===== config.mk =====
export PLATFORM = sky130hd
export DESIGN_NAME = fb_write_arbiter_flat
export DESIGN_NICKNAME = d
export VERILOG_FILES = /design/src/rtl/fb_write_arbiter_if.sv /design/src/rtl/fb_write_arbiter.sv /design/src/flat_wrapper.sv
export SDC_FILE = /design/constraint.sdc
export NUM_CORES = 1
export LEC_CHECK = 0
export CAP_MARGIN = 20
export CORE_ASPECT_RATIO = 0.5
export CORE_MARGIN = 1
export CORE_UTILIZATION = 35
export CTS_CLUSTER_DIAMETER = 80
export DETAILED_ROUTE_END_ITERATION = 10
export PLACE_DENSITY_LB_ADDON = 0.12
export SLEW_MARGIN = 20
export SYNTH_ARGS = -nofsm -noshare
export SYNTH_HDL_FRONTEND = slang
export SYNTH_SLANG_ARGS = --single-unit
export TNS_END_PERCENT = 1

===== constraint.sdc =====
create_clock -name i_clk -period 1.5 [get_ports i_clk]
set_input_delay 0.3 -clock i_clk [delete_from_list [all_inputs] [get_ports i_clk]]
set_output_delay 0.3 -clock i_clk [all_outputs]
set_load 0.02 [all_outputs]

===== src/rtl/fb_write_arbiter_if.sv =====
// fb_write_arbiter_if
//   Bundles every signal that the framebuffer write arbiter exchanges with its
//   neighbours. This covers the two requester valid/ready write channels, the
//   clear control and status, and the BRAM port A write bus.
//
//   Modports
//     master : the writers / surrounding system side. It drives the requests
//              and clear_start, and observes the readys, the clear status and
//              the BRAM bus.
//     slave  : the arbiter side.
//
//   Signals
//     req0_valid/ready/addr/data : requester 0 (pixel/draw engine) write channel
//     req1_valid/ready/addr/data : requester 1 (host/UART loader) write channel
//     clear_start                : one-cycle pulse requesting a full clear
//     clear_busy, clear_done     : clear status; done pulses with the last write
//     ena, wea, addra, dia       : BRAM port A write bus
interface fb_write_arbiter_if #(
  parameter int DATA_WIDTH    = 16,
  parameter int ADDRESS_WIDTH = 10
);
  logic                     req0_valid;
  logic                     req0_ready;
  logic [ADDRESS_WIDTH-1:0] req0_addr;
  logic [DATA_WIDTH-1:0]    req0_data;

  logic                     req1_valid;
  logic                     req1_ready;
  logic [ADDRESS_WIDTH-1:0] req1_addr;
  logic [DATA_WIDTH-1:0]    req1_data;

  logic                     clear_start;
  logic                     clear_busy;
  logic                     clear_done;

  logic                     ena;
  logic                     wea;
  logic [ADDRESS_WIDTH-1:0] addra;
  logic [DATA_WIDTH-1:0]    dia;

  modport master (
    output req0_valid, req0_addr, req0_data,
    input  req0_ready,
    output req1_valid, req1_addr, req1_data,
    input  req1_ready,
    output clear_start,
    input  clear_busy, clear_done,
    input  ena, wea, addra, dia
  );

  modport slave (
    input  req0_valid, req0_addr, req0_data,
    output req0_ready,
    input  req1_valid, req1_addr, req1_data,
    output req1_ready,
    input  clear_start,
    output clear_busy, clear_done,
    output ena, wea, addra, dia
  );
endinterface


===== src/rtl/fb_write_arbiter.sv =====
// fb_write_arbiter
//   Shares port A (the write port) of the framebuffer dual-port BRAM between
//   requester 0 (draw engine) and requester 1 (host loader). Ties between the
//   two requesters are broken round-robin. An optional clear sequencer fills
//   every BRAM word with CLEAR_VALUE. Port B (scanout) is not touched here.
//
//   Every accepted write is registered. It appears on ena/wea/addra/dia in the
//   cycle after the handshake. In idle cycles, ena and wea are low while addra
//   and dia hold their last values.
//
//   Configuration macro: FB_ARB_CLEAR_EN
//     defined   : the clear sequencer (CLEAR state + address counter) is built.
//     undefined : no clear logic. clear_start is ignored and clear_busy and
//                 clear_done are tied low. The block is a pure arbiter.
//
//   Ports
//     i_clk   : single clock, shared with the BRAM
//     i_rst_n : asynchronous active-low reset
//     bus     : fb_write_arbiter_if.slave. It carries the requester
//               handshakes, the clear control/status and the BRAM port A
//               bus (ena, wea, addra, dia).
module fb_write_arbiter #(
  parameter int                    DATA_WIDTH  = 16,
  parameter int                    DATA_DEPTH  = 1024,
  parameter logic [DATA_WIDTH-1:0] CLEAR_VALUE = '0
) (
  input  logic              i_clk,
  input  logic              i_rst_n,
  fb_write_arbiter_if.slave bus
);

  localparam int ADDRESS_WIDTH = (DATA_DEPTH > 1) ? $clog2(DATA_DEPTH) : 1;

  // r_last_grant holds the id of the most recent winner. Its reset value is 1,
  // so requester 0 wins the first tie.
  logic                     r_last_grant;
  logic                     w_pick0;
  logic                     w_pick1;
  logic                     w_grant0;
  logic                     w_grant1;
  logic                     w_clear_wr;
  logic [ADDRESS_WIDTH-1:0] w_clear_addr;
  logic                     w_wr_en;
  logic [ADDRESS_WIDTH-1:0] w_wr_addr;
  logic [DATA_WIDTH-1:0]    w_wr_data;
  logic                     r_ena;
  logic [ADDRESS_WIDTH-1:0] r_addra;
  logic [DATA_WIDTH-1:0]    r_dia;

  // Round-robin choice: a lone requester always wins. On a tie, the requester
  // that did not win last time is chosen.
  always_comb begin
    w_pick0 = bus.req0_valid;
    w_pick1 = bus.req1_valid;
    if (bus.req0_valid && bus.req1_valid) begin
      w_pick0 = r_last_grant;
      w_pick1 = ~r_last_grant;
    end
  end

`ifdef FB_ARB_CLEAR_EN
  typedef enum logic {ST_IDLE, ST_CLEAR} state_t;

  localparam logic [ADDRESS_WIDTH-1:0] LAST_ADDR = ADDRESS_WIDTH'(DATA_DEPTH - 1);

  state_t                   r_state;
  state_t                   w_state_next;
  logic [ADDRESS_WIDTH-1:0] r_clear_cnt;
  logic [ADDRESS_WIDTH-1:0] w_clear_cnt_next;
  logic                     w_done_next;
  logic                     r_done;

  always_ff @(posedge i_clk or negedge i_rst_n) begin
    if (!i_rst_n) begin
      r_state     <= ST_IDLE;
      r_clear_cnt <= '0;
      r_done      <= 1'b0;
    end else begin
      r_state     <= w_state_next;
      r_clear_cnt <= w_clear_cnt_next;
      r_done      <= w_done_next;
    end
  end

  // A clear start in IDLE wins over any pending request, and that cycle grants
  // nothing. The counter stops at the last real address instead of wrapping,
  // so a depth that is not a power of 2 never writes past the end of the BRAM.
  always_comb begin
    w_state_next     = r_state;
    w_clear_cnt_next = r_clear_cnt;
    w_done_next      = 1'b0;
    w_grant0         = 1'b0;
    w_grant1         = 1'b0;
    w_clear_wr       = 1'b0;
    w_clear_addr     = r_clear_cnt;
    case (r_state)
      ST_IDLE: begin
        if (bus.clear_start) begin
          w_state_next     = ST_CLEAR;
          w_clear_cnt_next = '0;
        end else begin
          w_grant0 = w_pick0;
          w_grant1 = w_pick1;
        end
      end
      ST_CLEAR: begin
        w_clear_wr = 1'b1;
        if (r_clear_cnt == LAST_ADDR) begin
          w_done_next  = 1'b1;
          w_state_next = ST_IDLE;
        end else begin
          w_clear_cnt_next = r_clear_cnt + 1'b1;
        end
      end
      default: w_state_next = ST_IDLE;
    endcase
  end

  // Busy stays high until the final clear write has appeared on the bus.
  assign bus.clear_busy = (r_state == ST_CLEAR) || r_done;
  assign bus.clear_done = r_done;
`else
  logic w_unused_clear_start;

  assign w_unused_clear_start = bus.clear_start;
  assign w_grant0             = w_pick0;
  assign w_grant1             = w_pick1;
  assign w_clear_wr           = 1'b0;
  assign w_clear_addr         = '0;
  assign bus.clear_busy       = 1'b0;
  assign bus.clear_done       = 1'b0;
`endif

  assign bus.req0_ready = w_grant0;
  assign bus.req1_ready = w_grant1;

  // Select the single write issued this cycle (clear or winner). With no write,
  // the address and data hold their last values.
  always_comb begin
    w_wr_en   = 1'b0;
    w_wr_addr = r_addra;
    w_wr_data = r_dia;
    if (w_clear_wr) begin
      w_wr_en   = 1'b1;
      w_wr_addr = w_clear_addr;
      w_wr_data = CLEAR_VALUE;
    end else if (w_grant0) begin
      w_wr_en   = 1'b1;
      w_wr_addr = bus.req0_addr;
      w_wr_data = bus.req0_data;
    end else if (w_grant1) begin
      w_wr_en   = 1'b1;
      w_wr_addr = bus.req1_addr;
      w_wr_data = bus.req1_data;
    end
  end

  always_ff @(posedge i_clk or negedge i_rst_n) begin
    if (!i_rst_n) begin
      r_last_grant <= 1'b1;
      r_ena        <= 1'b0;
      r_addra      <= '0;
      r_dia        <= '0;
    end else begin
      r_ena <= w_wr_en;
      if (w_wr_en) begin
        r_addra <= w_wr_addr;
        r_dia   <= w_wr_data;
      end
      if (w_grant0) begin
        r_last_grant <= 1'b0;
      end else if (w_grant1) begin
        r_last_grant <= 1'b1;
      end
    end
  end

  assign bus.ena   = r_ena;
  assign bus.wea   = r_ena;
  assign bus.addra = r_addra;
  assign bus.dia   = r_dia;

endmodule


===== src/flat_wrapper.sv =====
// flat-port wrapper written by rule: the top's interface ports become plain ports
module fb_write_arbiter_flat 
#(
  parameter int                    DATA_WIDTH  = 16,
  parameter int                    DATA_DEPTH  = 1024,
  parameter logic [DATA_WIDTH-1:0] CLEAR_VALUE = '0
)
  (i_clk, i_rst_n, bus_req0_valid, bus_req0_addr, bus_req0_data, bus_req0_ready, bus_req1_valid, bus_req1_addr, bus_req1_data, bus_req1_ready, bus_clear_start, bus_clear_busy, bus_clear_done, bus_ena, bus_wea, bus_addra, bus_dia);
  fb_write_arbiter_if #(.DATA_WIDTH(DATA_WIDTH), .ADDRESS_WIDTH(($clog2((600))))) bus_i ();
  input  logic i_clk;
  input  logic i_rst_n;
  input wire logic [$bits(bus_i.req0_valid)-1:0] bus_req0_valid;
  input wire logic [$bits(bus_i.req0_addr)-1:0] bus_req0_addr;
  input wire logic [$bits(bus_i.req0_data)-1:0] bus_req0_data;
  output wire logic [$bits(bus_i.req0_ready)-1:0] bus_req0_ready;
  input wire logic [$bits(bus_i.req1_valid)-1:0] bus_req1_valid;
  input wire logic [$bits(bus_i.req1_addr)-1:0] bus_req1_addr;
  input wire logic [$bits(bus_i.req1_data)-1:0] bus_req1_data;
  output wire logic [$bits(bus_i.req1_ready)-1:0] bus_req1_ready;
  input wire logic [$bits(bus_i.clear_start)-1:0] bus_clear_start;
  output wire logic [$bits(bus_i.clear_busy)-1:0] bus_clear_busy;
  output wire logic [$bits(bus_i.clear_done)-1:0] bus_clear_done;
  output wire logic [$bits(bus_i.ena)-1:0] bus_ena;
  output wire logic [$bits(bus_i.wea)-1:0] bus_wea;
  output wire logic [$bits(bus_i.addra)-1:0] bus_addra;
  output wire logic [$bits(bus_i.dia)-1:0] bus_dia;
  assign bus_i.req0_valid = bus_req0_valid;
  assign bus_i.req0_addr = bus_req0_addr;
  assign bus_i.req0_data = bus_req0_data;
  assign bus_req0_ready = bus_i.req0_ready;
  assign bus_i.req1_valid = bus_req1_valid;
  assign bus_i.req1_addr = bus_req1_addr;
  assign bus_i.req1_data = bus_req1_data;
  assign bus_req1_ready = bus_i.req1_ready;
  assign bus_i.clear_start = bus_clear_start;
  assign bus_clear_busy = bus_i.clear_busy;
  assign bus_clear_done = bus_i.clear_done;
  assign bus_ena = bus_i.ena;
  assign bus_wea = bus_i.wea;
  assign bus_addra = bus_i.addra;
  assign bus_dia = bus_i.dia;
  fb_write_arbiter #(.DATA_WIDTH(DATA_WIDTH), .DATA_DEPTH(DATA_DEPTH), .CLEAR_VALUE(CLEAR_VALUE)) u_core (.i_clk(i_clk), .i_rst_n(i_rst_n), .bus(bus_i));
endmodule

==> out/qor_table.md <==
| Group | Quantity | Value |
|---|---|---|
| run status | Status | finished clean |
| placement | HPWL after detailed placement | 2810 um |
| clock network | Buffers inserted by post-CTS timing repair | 0 |
| floorplanning | Die footprint | 4030 um^2 |
| power | Pwr per Cell Area | 901 nW/um^2 |
| timing | Max-slew violation count | 0 |
| yosys | Cell type with the largest total area after synthesis | dfrtp_1 |
| cells and area | Layout cells sized above 1 | 23.1% |
| floorplanning | Floorplan core area | 3510 um^2 |
| floorplanning | I/O pin cnt | 89 |
| global route | Initial antenna violation count | 0 |
| placement | Gp weighted congestion | 0.715 |
| setup path | Startpoint class of the critical path | register |
| floorplanning | Initial cell density of the core | 37.5% |
| global route | Maximum number of pins on one net before global-route repair | 24 |
| detailed routing | DR vias | 1252 |
| detailed routing | Remaining routing DRC violations | 0 |
| timing | Maximum clock skew at final layout | 0.00522 ns |
| power | IR drop worst, VDD | 0.337 mV |
| timing | Final-layout setup total negative slack | 0 ns |
| clock network | Buffers from clock root to sink, at most | 2 |
| clock network | Clock tree from TritonCTS | built |
| floorplanning | Total number of placement rows | 15 |
| cells and area | Antenna Cells | 0 |
| timing | Achievable Freq | 686 MHz |
| timing | Post-route minimum period | 1.46 ns |
| cells and area | Most used cells in the layout excluding fill and tap cells | clkdlybuf4s50_1, dlygate4sd2_1, dfrtp_1, or3_1, o221a_2 |
| yosys | Count of different cell masters after synthesis | 19 |
| clock network | H-tree lvl count | 1 |
| setup path | Biggest fanout along the worst timing path | 3 |
| floorplanning | Die height | 45.4 um |
| worst hold path | Worst hold-check path type | in -> async |
| global route | Wire length of the first global-routing pass | 5990 um |
| yosys | Flip-flop and latch count after synthesis | 28 |
| clock network | Sink Count | 28 |
| clock network | Root Buffer | clkbuf_8 |
| global route | Number of global-route vias before repair | 1218 |
| detailed routing | Average routed wire per standard cell | 15.7 um |
| timing | Final Hold Fails | 0 |
| yosys | Average size of a mapped cell | 12.2 um^2 |
| setup path | CP Capture Type | primary output |
| detailed routing | Antenna-violating nets left | 0 |
| power | Leakage Power | 0.000929 uW |
| timing | Worst-case hold slack | 0.345 ns |
| clock network | Clock insertion delay at the later pin of the skew report | 0.27 ns |
| global route | Grt total ovfl | 0 |
| setup path | Arrival time at the worst endpoint | 1.16 ns |
| timing | Setup repair after global routing missed its margin | no |
| clock network | CTS clk-pin slew, worst paths | 0.09 ns |
| timing | Setup-violating endpoint count in the final report | 0 |
| run | Number of maximum-capacitance constraint violations | 0 |
| clock network | Num CTS Buffers | 3 |
| yosys | Synth warnings | 0 |
| yosys | Top cell type's share of synthesized area | 51.3% |
| detailed routing | WL final | 3850 um |
| yosys | Post-synth design cell area | 1320 um^2 |
| detailed routing | Average vias per placed instance | 5.09 |
| setup path | Worst endpoint required time | 1.20 ns |
| yosys | Dominant cells by area after synthesis | dfrtp_1, o221a_2, or3_1 |
| floorplanning | Horizontal extent of the die | 88.8 um |
| cells and area | Area growth syn-to-layout | 70.4% |
| setup path | Classification of the worst setup path | reg -> out |
| global route | Total track usage | 20.3% |
| timing | Crit share post-route | 97.2% |
| detailed routing | DRT iter0 DRCs | 47 |
| setup path | Number of cells traversed by the worst register-to-register path | 4 |
| placement | PortBufs | 85 |
| yosys | Part of the Yosys area used for sequential elements | 53.3% |
| yosys | Synthesized netlist cell count | 108 |
| cells and area | Layout net count | 253 |
| cells and area | Most frequent standard cell in the layout excluding fill and tap cells | clkdlybuf4s50_1 |
| detailed routing | Detailed-routing iteration count for the pre-antenna-repair pass | 4 |
==> power breakdown <==
part / leakage, uW / switching (uW) / internal (uW)
Sequential: 0.000313 / 45.0 / 849
Clock: 0.0000288 / 232 / 235
Combinational: 0.000587 / 315 / 347
==> routing by layer <==
metal	vias to the layer above	wire length [um]	part of all wire, %	track usage (%)
met5	-	0	0	0
met4	0	34	0.88	5.81
met3	4	209	5.4	4.35
met2	41	1960	51	37.2
met1	614	1650	43	24.6
li1	593	-	-	-
==> through the flow <==
step	utilization [%]	std cells	area (um^2)	total power [uW]	worst slack, ns
after floorplan	-	109	1320	1230	0.157
after CTS	63.8	246	2240	2040	0.0216
after global placement	63.6	242	2230	1630	-0.412
after global routing	64.0	246	2240	2120	0.00673
after detailed placement	63.6	242	2230	1650	-0.462
final	64.0	246	2240	2020	0.0420
==> logic make-up after synthesis <==
logic type / Yosys count / share of synthesized area (%)
AOI/OAI and AO/OA: 31 / 23.5
buffers and inverters: 16 / 6.93
DFF: 28 / 53.3
muxes: 3 / 2.28
other: 1 / 0.285
and+or+nand+nor: 29 / 13.8
==> path summary, 6_finish.rpt <==
path	slack [ns]	from	endpoint
worst max-delay path	0.04	u_core.r_last_grant	bus_req1_ready
worst min-delay path	0.35	i_rst_n	u_core.bus.addra[9]
worst max register to register	0.19	u_core.r_last_grant	u_core.bus.addra[1]
worst min register to register	0.56	u_core.bus.dia[15]	u_core.bus.dia[15]
max in group asynchronous	0.91	i_rst_n	u_core.bus.addra[4]
min in group i_clk	0.56	u_core.bus.dia[15]	u_core.bus.dia[15]
==> synth_stat cells <==
cell type	count
o21a_1	1
mux2i_1	3
o21ai_2	1
a31oi_1	3
o21ai_1	3
inv_2	1
conb_1	1
o221a_2	23
or2_2	1
buf_4	3
buf_2	4
nand2_2	2
or3_1	23
and3_1	3
dfrtp_1	27
buf_6	2
dfstp_2	1
inv_1	2
clkbuf_1	4
==> sequential cells by signal (all words and copies together) (netlist names) <==
register / cells
u_core.bus.addra: 10
u_core.bus.dia: 16
u_core.bus.ena: 1
u_core.r_last_grant: 1
==> final cells by class <==
class | count | area (um^2)
Fill cell | 321 | 1260
Timing Repair Buffer | 95 | 885
Sequential cell | 28 | 702
Multi-Input combinational cell | 65 | 528
Tap cell | 51 | 63.8
Clock buffer | 4 | 55.1
Inverter | 3 | 11.3
==> worst max-delay path, cell delays in order (launching register included) <==
cell and delay, ns:
dfstp_2 0.57, nand2_2 0.07, nand2_2 0.08, inv_1 0.05
buf_6 0.12
==> what timing repair did <==
action / CTS / global route
endpoints found under the hold margin: 0 / 0
resized for setup: 38 / 2
setup endpoints to repair: 30 / 1
pin swaps: 0 / 0
gates cloned: 0 / 0
hold buffers: 0 / 0
No activity file was read; power rests on OpenSTA's default activity.
==> RTL edit: new RTL, same settings <==
Build with the macro `FB_ARB_CLEAR_EN` defined.
--- a/src/rtl/fb_write_arbiter.sv
+++ b/src/rtl/fb_write_arbiter.sv
@@ -19,6 +19,8 @@
 //     bus     : fb_write_arbiter_if.slave. It carries the requester
 //               handshakes, the clear control/status and the BRAM port A
 //               bus (ena, wea, addra, dia).
+`define FB_ARB_CLEAR_EN
+
 module fb_write_arbiter #(
   parameter int                    DATA_WIDTH  = 16,
   parameter int                    DATA_DEPTH  = 1024,
Check against the original RTL: not equivalent (Yosys sat finds a counterexample within 4 cycles, from zero or initial values and one cycle with i_rst_n low).
==> RTL edit against the unedited design <==
- the flow now finishes with violations (setup timing)
- worst setup slack worse by 0.12 ns
- sequential power is 55% higher
- cell area is 52% higher
- area after synthesis is 55% higher
- clock skew is 0.0013 ns higher
- first-iteration DRC count grew to 3.2 times the old value
- wire length is 53% higher
- register-to-register slack worse by 0.24 ns
- maximum frequency is 7.7% lower
- total power is 70% higher
- sequential cell count is 12 higher
==> RTL edit: results (changes against the unedited design) <==
- The fraction of standard cell area in multi-input logic was 28.2% (+4.7 points).
- The checks that failed: setup timing.
- IR drop worst, VDD: 0.498 mV (+48%)
* Total number of vias: 2067 (+65%)
* Port buffer count: 88 (+3.5%)
- The pin count of the biggest net entering global routing was 41 (+71%).
- The total power per unit cell area was 1010 mW/mm2 (+12%).
* Fraction of layout cells with a size suffix above 1: 20.1% (-3.0 points)
* Number of setup buffers added after CTS: 2 (+2)
* Wire length of the first global-routing pass: 9590 um (+60%)
- The number of sinks on the clock net came to 40 (+43%).
- Biggest area contributors in the synthesized netlist: sky130_fd_sc_hd__dfrtp_1 (48%), sky130_fd_sc_hd__a221o_1 (8.3%), sky130_fd_sc_hd__and3_1 (5.2%)
* DP Worst Slack: -0.600 ns (-0.139 ns)
* Worst clock skew: 0.00652 ns (+0.00130 ns)
- The maximum fanout count along the critical path came to 4 (+1).
- The flow ran to the end, but the final reports show violations.
- The gate count after technology mapping was 204 (+89%).
- The worst setup slack after layout is -0.0788 ns (-0.121 ns).
- Number of clock buffers in the layout: 6 (+2)
* Clock-pin transition on the worst setup and hold timing paths: 0.05 ns (-0.04 ns)
- The number of buffers added to fix hold violations after cts was 1 (+1).
* Slowest-stage cell, CP: sky130_fd_sc_hd__dfrtp_2
- CTS buffer count: 5 (+2)
* Class of the tightest hold or removal check: flip-flop to flip-flop
- The setup-violating endpoint count in the final report is 14 (+14).
* FILL cells: 484 (+51%)
- In this run the clock root is driven by a sky130_fd_sc_hd__clkbuf_16.
* Buffers outside the clock class: 126 (+33%)
* Final nets: 377 (+49%)
* Total Routed Length: 5880 um (+53%)
- Clock distribution area overhead in the final layout: 3.92% (+1.5 points)
- The worst reg2reg path depth is 7 (+3).
RTL edit: cell families (layout without fill, tap and decap cells):
kind of cell / after synthesis / count (layout) / share of synthesized area [%]
AOI/OAI and AO/OA: 67 / 67 / 23.3
and+or+nand+nor: 66 / 66 / 18.0
adders and majority gates: 1 / 1 / 0.611
DFF: 40 / 40 / 48.9
muxes: 2 / 2 / 0.977
buffers and inverters: 24 / 139 / 6.47
xor gates and xnor gates: 4 / 4 / 1.71
RTL edit: final timing paths:
path                                                 start                                end  slack, ns
setup / recovery                  u_core.r_state$_DFF_PN0_                     bus_req1_ready      -0.08
hold / removal             u_core.bus.addra[3]$_DFFE_PN0P_    u_core.bus.addra[3]$_DFFE_PN0P_       0.48
setup reg to reg                  u_core.r_state$_DFF_PN0_  u_core.r_clear_cnt[0]$_DFFE_PN0P_      -0.05
hold reg to reg            u_core.bus.addra[3]$_DFFE_PN0P_    u_core.bus.addra[3]$_DFFE_PN0P_       0.48
max in group asynchronous                          i_rst_n    u_core.r_last_grant$_DFFE_PN1P_       0.72
min in group asynchronous                          i_rst_n      u_core.bus.dia[6]$_DFFE_PN0P_       0.52
RTL edit: power breakdown:
group          internal [uW]  switching [uW]  total [uW]
clock                    604             386         989
sequential              1270             121        1390
combinational            555             502        1060
RTL edit: critical path, delay by kind of cell (launching register included):
kind                   cells  cell delay (ns)
AND/OR/NAND/NOR            2             0.14
buffers and inverters      2             0.29
flip-flops                 1             0.46
AO/OA/AOI/OAI              1             0.11
RTL edit: routing by layer:
metal,part of all wire [%],global-route usage [%],vias up,wire [um]
li1,-,-,988,-
met5,0,0,-,0
met3,6.0,4.10,9,354
met2,45,32.1,71,2670
met1,48,28.0,999,2790
met4,1.0,5.08,0,59
